### src/rtl/rv_pkg.sv
// rv_pkg: shared opcodes, decode enums and the packed control bundle for the decode stage
package rv_pkg;
  localparam logic [6:0] OP_LUI    = 7'b0110111;
  localparam logic [6:0] OP_AUIPC  = 7'b0010111;
  localparam logic [6:0] OP_JAL    = 7'b1101111;
  localparam logic [6:0] OP_JALR   = 7'b1100111;
  localparam logic [6:0] OP_BRANCH = 7'b1100011;
  localparam logic [6:0] OP_LOAD   = 7'b0000011;
  localparam logic [6:0] OP_STORE  = 7'b0100011;
  localparam logic [6:0] OP_IMM    = 7'b0010011;
  localparam logic [6:0] OP_REG    = 7'b0110011;
  localparam int ALU_BITS = 5;
  typedef enum logic [4:0] {
    ALU_ADD = 5'd0, ALU_SUB = 5'd1, ALU_XOR = 5'd2, ALU_OR = 5'd3, ALU_AND = 5'd4,
    ALU_SLL = 5'd5, ALU_SRL = 5'd6, ALU_SRA = 5'd7, ALU_SLT = 5'd8, ALU_SLTU = 5'd9,
    ALU_LUI = 5'd10, ALU_AUIPC = 5'd11
  } alu_op_e;
  typedef enum logic [2:0] {IMM_R, IMM_I, IMM_S, IMM_B, IMM_U, IMM_J} imm_type_e;
  typedef enum logic [1:0] {LS_WORD, LS_HALF, LS_BYTE} load_size_e;
  typedef enum logic [1:0] {EMPTY, ONE, FULL} skid_e;
  typedef struct packed {
    logic reg_w;
    logic mem_w;
    logic mem_to_reg;
    logic alu_src;
    logic alu_src_a;
    logic pc_4;
    logic branch;
    logic pcs_dire;
    logic imm;
    logic [3:0] imm_src;
    logic [1:0] load_size;
    logic [ALU_BITS-1:0] alu_ctrl;
  } rv_ctrl_t;
  localparam int CTRL_W = $bits(rv_ctrl_t);
  localparam rv_ctrl_t CTRL_NOP = '0;
  function automatic logic [4:0] alu_of_f3(input logic [2:0] f3);
    case (f3)
      3'd0: return ALU_ADD;
      3'd1: return ALU_SLL;
      3'd2: return ALU_SLT;
      3'd3: return ALU_SLTU;
      3'd4: return ALU_XOR;
      3'd5: return ALU_SRL;
      3'd6: return ALU_OR;
      default: return ALU_AND;
    endcase
  endfunction
  function automatic logic [1:0] size_of_f3(input logic [1:0] f3);
    return f3 == 2'd0 ? LS_BYTE : f3 == 2'd1 ? LS_HALF : LS_WORD;
  endfunction
endpackage

### src/rtl/rv_decode_comb.sv
// rv_decode_comb: combinational RV32I(+M) instruction decode to control bundle and illegal flag
module rv_decode_comb
  import rv_pkg::*;
#(
  parameter bit EN_M = 1'b0
) (
  input  logic [31:0] instr,
  output rv_ctrl_t    ctrl,
  output logic        illegal
);
  logic [6:0] op, f7;
  logic [2:0] f3;
  logic unused;
  rv_ctrl_t c;
  logic bad;
  assign op = instr[6:0];
  assign f3 = instr[14:12];
  assign f7 = instr[31:25];
  assign unused = ^{instr[24:15], instr[11:7]};
  // decode opcode/funct fields; any undefined encoding raises bad
  always_comb begin
    c = CTRL_NOP;
    bad = 1'b0;
    case (op)
      OP_LUI: begin
        c.reg_w = 1'b1; c.alu_src = 1'b1; c.imm = 1'b1;
        c.imm_src = {1'b0, IMM_U}; c.alu_ctrl = ALU_LUI;
      end
      OP_AUIPC: begin
        c.reg_w = 1'b1; c.alu_src = 1'b1; c.alu_src_a = 1'b1; c.imm = 1'b1;
        c.imm_src = {1'b0, IMM_U}; c.alu_ctrl = ALU_AUIPC;
      end
      OP_JAL: begin
        c.reg_w = 1'b1; c.alu_src = 1'b1; c.alu_src_a = 1'b1; c.pc_4 = 1'b1;
        c.pcs_dire = 1'b1; c.imm = 1'b1; c.imm_src = {1'b0, IMM_J};
      end
      OP_JALR: begin
        c.reg_w = 1'b1; c.alu_src = 1'b1; c.pc_4 = 1'b1; c.pcs_dire = 1'b1;
        c.imm = 1'b1; c.imm_src = {1'b0, IMM_I};
        bad = f3 != 3'd0;
      end
      OP_BRANCH: begin
        c.branch = 1'b1; c.imm = 1'b1; c.imm_src = {f3[1], IMM_B};
        c.alu_ctrl = f3[2] ? (f3[1] ? ALU_SLTU : ALU_SLT) : ALU_SUB;
        bad = f3[2:1] == 2'b01;
      end
      OP_LOAD: begin
        c.reg_w = 1'b1; c.mem_to_reg = 1'b1; c.alu_src = 1'b1; c.imm = 1'b1;
        c.imm_src = {f3[2], IMM_I}; c.load_size = size_of_f3(f3[1:0]);
        bad = f3 == 3'd3 || f3[2:1] == 2'b11;
      end
      OP_STORE: begin
        c.mem_w = 1'b1; c.alu_src = 1'b1; c.imm = 1'b1;
        c.imm_src = {1'b0, IMM_S}; c.load_size = size_of_f3(f3[1:0]);
        bad = f3 > 3'd2;
      end
      OP_IMM: begin
        c.reg_w = 1'b1; c.alu_src = 1'b1; c.imm = 1'b1;
        c.imm_src = {f3 == 3'd3, IMM_I};
        c.alu_ctrl = (f3 == 3'd5 && f7[5]) ? ALU_SRA : alu_of_f3(f3);
        bad = (f3 == 3'd1 && f7 != 7'h00) || (f3 == 3'd5 && f7 != 7'h00 && f7 != 7'h20);
      end
      OP_REG: begin
        c.reg_w = 1'b1;
        c.imm_src = {f3 == 3'd3 && f7 == 7'h00, IMM_R};
        c.alu_ctrl = f7 == 7'h01 ? {2'b10, f3} : f7[5] ? (f3 == 3'd0 ? ALU_SUB : ALU_SRA) : alu_of_f3(f3);
        bad = !(f7 == 7'h00 || (f7 == 7'h20 && (f3 == 3'd0 || f3 == 3'd5)) || (EN_M && f7 == 7'h01));
      end
      default: bad = 1'b1;
    endcase
  end
  assign ctrl = bad ? CTRL_NOP : c;
  assign illegal = bad;
endmodule

### src/rtl/rv_decode_stage.sv
// rv_decode_stage: registered decode stage with 2-entry skid buffer, flush and decode counter
module rv_decode_stage
  import rv_pkg::*;
#(
  parameter int PC_W  = 32,
  parameter int TAG_W = 4,
  parameter bit EN_M  = 1'b0,
  parameter int ALU_W = 5
) (
  input  logic                   CLK,
  input  logic                   RESETn,
  input  logic                   flush,
  input  logic                   in_valid,
  output logic                   in_ready,
  input  logic [31:0]            in_instr,
  input  logic [PC_W-1:0]        in_pc,
  input  logic [TAG_W-1:0]       in_tag,
  output logic                   out_valid,
  input  logic                   out_ready,
  output logic [PC_W-1:0]        out_pc,
  output logic [TAG_W-1:0]       out_tag,
  output logic [31:0]            out_instr,
  output logic [CTRL_W-ALU_BITS+ALU_W-1:0] out_ctrl,
  output logic                   out_illegal,
  output logic [31:0]            decode_cnt
);
  typedef struct packed {
    logic [31:0]      instr;
    logic [PC_W-1:0]  pc;
    logic [TAG_W-1:0] tag;
    rv_ctrl_t         ctrl;
    logic             ill;
  } entry_t;
  skid_e st_q, st_d;
  entry_t head_q, skid_q, in_e;
  rv_ctrl_t dec_ctrl;
  logic dec_ill, in_fire, out_fire;
  logic [31:0] cnt_q;
  rv_decode_comb #(.EN_M(EN_M)) u_dec (.instr(in_instr), .ctrl(dec_ctrl), .illegal(dec_ill));
  assign in_e = '{instr: in_instr, pc: in_pc, tag: in_tag, ctrl: dec_ctrl, ill: dec_ill};
  assign in_fire = in_valid && in_ready && !flush;
  assign out_fire = out_valid && out_ready;
  // skid state and registered in_ready
  always_ff @(posedge CLK or negedge RESETn)
    if (!RESETn) begin
      st_q <= EMPTY;
      in_ready <= 1'b1;
    end else begin
      st_q <= st_d;
      in_ready <= st_d != FULL;
    end
  // occupancy transitions; flush empties regardless of traffic
  always_comb
    st_d = flush ? EMPTY :
           st_q == EMPTY ? (in_fire ? ONE : EMPTY) :
           st_q == ONE ? (in_fire && !out_fire ? FULL : !in_fire && out_fire ? EMPTY : ONE) :
           (out_fire ? ONE : FULL);
  // outputs come straight from the head register
  always_comb begin
    out_valid = st_q != EMPTY;
    out_pc = head_q.pc;
    out_tag = head_q.tag;
    out_instr = head_q.instr;
    out_ctrl = {head_q.ctrl[CTRL_W-1:ALU_BITS], ALU_W'(head_q.ctrl.alu_ctrl)};
    out_illegal = head_q.ill;
    decode_cnt = cnt_q;
  end
  // head takes the new entry when it frees up, otherwise the skid slot catches it
  always_ff @(posedge CLK or negedge RESETn)
    if (!RESETn) begin
      head_q <= '0;
      skid_q <= '0;
    end else begin
      if (in_fire && (st_q == EMPTY || out_fire)) head_q <= in_e;
      else if (st_q == FULL && out_fire) head_q <= skid_q;
      if (in_fire && st_q == ONE && !out_fire) skid_q <= in_e;
    end
  // count entries handed to execute
  always_ff @(posedge CLK or negedge RESETn)
    if (!RESETn) cnt_q <= '0;
    else cnt_q <= cnt_q + 32'(out_fire);
endmodule
### config.mk
export PLATFORM = sky130hd
export DESIGN_NAME = rv_decode_stage
export DESIGN_NICKNAME = d
export VERILOG_FILES = /design/src/rtl/rv_pkg.sv /design/src/rtl/rv_decode_comb.sv /design/src/rtl/rv_decode_stage.sv
export SDC_FILE = /design/constraint.sdc
export NUM_CORES = 1
export LEC_CHECK = 0
export ABC_AREA = 1
export BUFFER_PORTS_ARGS = -buffer_cell sky130_fd_sc_hd__buf_2
export CAP_MARGIN = 15
export CORE_MARGIN = 2
export CORE_UTILIZATION = 53
export DETAILED_ROUTE_END_ITERATION = 7
export PLACE_DENSITY = 0.83
export SETUP_SLACK_MARGIN = 0.3
export SYNTH_ARGS = -nofsm -noshare
export SYNTH_HDL_FRONTEND = slang
export SYNTH_SLANG_ARGS = --single-unit
export TNS_END_PERCENT = 10
### constraint.sdc
create_clock -name CLK -period 6.5 [get_ports CLK]
set_input_delay 0.65 -clock CLK [delete_from_list [all_inputs] [get_ports CLK]]
set_output_delay 0.65 -clock CLK [all_outputs]
set_load 0.005 [all_outputs]
==> summary.md <==
| Metric | Value |
|---|---|
| Relative slew margins | 31.1% |
| Pwr/cell area | 398 nW/um^2 |
| Chip Height | 138 um |
| Switching Share | 32.1% |
| Fin cells | 1521 |
| Worst-case clock skew | 0.0216 ns |
| Synth unique cells | 37 |
| Hold violation count in the final report | 0 |
| Most area-hungry cell type in the Yosys netlist | dfrtp_1 |
| Number of global-route vias before repair | 7951 |
| H-tree Lvls | 1 |
| Starting Density | 53.7% |
| Logic pwr share | 26.3% |
| CP Data Arrival Time | 3.16 ns |
| Tmin final | 2.73 ns |
| Core Area | 17800 um^2 |
| EDFF count, synth | 0 |
| Nets | 1352 |
| Antenna viol nets, final | 0 |
| VDD IR max | 257 uV |
| RePlAce Congestion | 0.898 |
| Hold buffers post-CTS | 0 |
| Synth cell count leaders | nand2_1, dfrtp_1, inv_1 |
| CTS root buf | clkbuf_16 |
| Total Wirelength | 23200 um |
| Final HPWL from detailed placement | 15300 um |
| Top cells by area, synth | dfrtp_1, nand2_1, inv_1 |
| CTS tree | yes |
| Die Area | 19200 um^2 |
| Initial DRC count | 812 |
| DP Worst Slack | 3.36 ns |
| Total CTS buffers | 23 |
| Ys Warns | 0 |
| Worst skew pair latency | 0.51 ns |
| Global-route wire length before repair | 38700 um |
| Yosys top cell area share | 54.9% |
| WS Path Type | reg -> reg |
| Post-cts resize count | 0 |
| Max-slew violations | 0 |
| Hold Crit Class | in -> async |
| Clock power frac | 28.8% |
| Reg power frac | 44.9% |
| Mapped Cells | 1098 |
| Remaining global-route overflow | 0 |
| Proportion of synthesized chip area in sequential cells | 55.1% |
| Most frequent cell after synthesis | nand2_1 |
| Boundary Pins | 196 |
| Status | complete, no violations |
| Die X-Extent | 138 um |
| Setup bufs post-CTS | 0 |
| Worst EP required | 6.93 ns |
| Asr flop ratio synth | 100% |
| First drt pass iteration count | 5 |
| Achievable Freq | 367 MHz |
| Wire per inst | 15.2 um |
| NetSw | 1.46 mW |
| Max-Cap Viols | 0 |
| Clk sinks | 211 |
| Crit-path max FO | 43 |
| P_leak | 5.81 nW |
| P_int | 3.10 mW |
| RSZ-0062 raised after global routing | false |
| Post-Syn Nets | 1174 |
| Final setup viols | 0 |
| Setup TNS | 0 ns |
| Layout Area Growth over Synthesis | 19.5% |
| Synth Flop Type | dfrtp_1 |
| Final WS setup | 3.77 ns |
| Row cnt | 49 |
| Hold_ws | 0.0951 ns |
| Fin crit share | 41.9% |
| Bufs on Longest Clock Path | 3 |
| Tightest Pin Transition | 1.03 ns |
| Post-Syn Area per Cell | 8.73 um^2 |
| Fraction of layout cells with a size suffix above 1 | 21.8% |
| Yosys reg bits | 211 |
| DR vias/cell | 5.35 |
| DRC errors left | 0 |
| I/O Buffers | 195 |
| Startpoint Class | register |
| Crit. End Element | register |
| Overall Global Routing Usage | 24.0% |
| Post-Syn Area | 9580 um^2 |
| Initial antenna violation count | 2 |
| Placed Cells | 1480 |
| CTS clk-pin slew, worst paths | 0.06 ns |
| Maximum number of pins on one net before global-route repair | 101 |
| Via count | 8142 |
sequential cells by signal, indices dropped and copies added, names as in the netlist:
signal and count:
skid_q 88, out_pc 32, decode_cnt 32, st_q 2, out_ctrl 19, out_instr 32
in_ready 1, out_tag 4, out_illegal 1
layout by cell type, fill, tap and decap left out:
cell type and n:
nand3_2 6, bufinv_16 2, ha_1 3, o21ai_1 1, o21ai_0 87, buf_4 8, a21oi_1 8, diode_2 1
nor4_1 5, clkbuf_8 7, o22ai_1 1, clkbuf_16 23, o221ai_1 11, nand4_1 22, inv_1 123, o21bai_1 1
nand2_4 2, buf_2 194, clkbuf_1 4, nand3b_1 2, o2111ai_1 2, o21ai_2 2, inv_6 3, nor2_2 5
inv_2 11, nor2_8 1, dfrtp_1 210, clkinv_2 3, nand2_2 8, o211ai_1 60, nor3_4 2, nand2_1 331
nor2_1 42, xor2_1 19, xnor2_1 11, nor3_1 9, nand3_1 57, dfstp_2 1, nor2_4 4
power by group through the flow:
stage	logic (mW)	registers (mW)	clock network, mW
finish	1.20	2.05	1.31
global route	1.37	2.10	1.38
CTS	1.21	2.05	1.34
detailed placement	1.20	2.06	0
global placement	1.15	2.05	0
floorplan	0.683	2.04	0
final timing paths:
path	endpoint	slack [ns]	start	cells after the start
setup / recovery	out_ctrl[14]$_DFFE_PN0P_	3.77	in_ready$_DFF_PN1_	11
hold / removal	decode_cnt[24]$_DFF_PN0_	0.1	RESETn	1
setup reg to reg	out_ctrl[14]$_DFFE_PN0P_	3.77	in_ready$_DFF_PN1_	11
max in group asynchronous	out_instr[2]$_DFFE_PN0P_	5.03	RESETn	2
min in group CLK	skid_q[72]$_DFFE_PN0P_	0.36	in_instr[15]	3
hold reg to reg	skid_q[20]$_DFFE_PN0P_	0.48	skid_q[20]$_DFFE_PN0P_	2
area by class of cell:
type | instances | area [um^2]
inverters | 135 | 512
fillers | 1478 | 6400
diodes | 1 | 2.50
well taps | 229 | 287
repair buffers | 203 | 1040
clock inverters | 7 | 92.6
flip-flops and latches | 211 | 5280
clock buffers | 33 | 673
multi-input cells | 702 | 3550
stage by stage:
stage | power (mW) | util (%) | instance area (um^2)
floorplan | 2.73 | - | 9580
finish | 4.56 | 64.1 | 11400
global placement | 3.20 | 59.8 | 10700
global route | 4.85 | 64.1 | 11400
detailed placement | 3.27 | 59.8 | 10700
CTS | 4.60 | 64.1 | 11400
metal layers:
metal	share of wire, %	track usage (%)
met4	2.3	6.61
met5	0	0
met2	47	39.1
met1	43	32.6
met3	7.5	5.85
logic make-up (layout without fill, tap and decap cells):
group / count (synthesis) / after routing / synth area share, %
fa+ha+maj: 3 / 3 / 0.392
other cells: 0 / 1 / 0
buf+inv: 185 / 378 / 7.89
compound gates: 173 / 173 / 11.2
flops: 211 / 211 / 55.1
xor+xnor: 30 / 30 / 2.74
simple gates: 496 / 496 / 22.6
critical path, stage by stage, from the launching register on:
cell and delay [ns]:
dfstp_2 0.36, nand3_1 0.17, inv_1 0.10, o21ai_2 0.07, buf_4 0.39, nand2_1 0.17
inv_2 0.55, buf_4 0.54, nand2_1 0.08, o21ai_0 0.10, inv_1 0.07, nand2_1 0.06
Note: power is estimated with default switching activity, not from simulation.
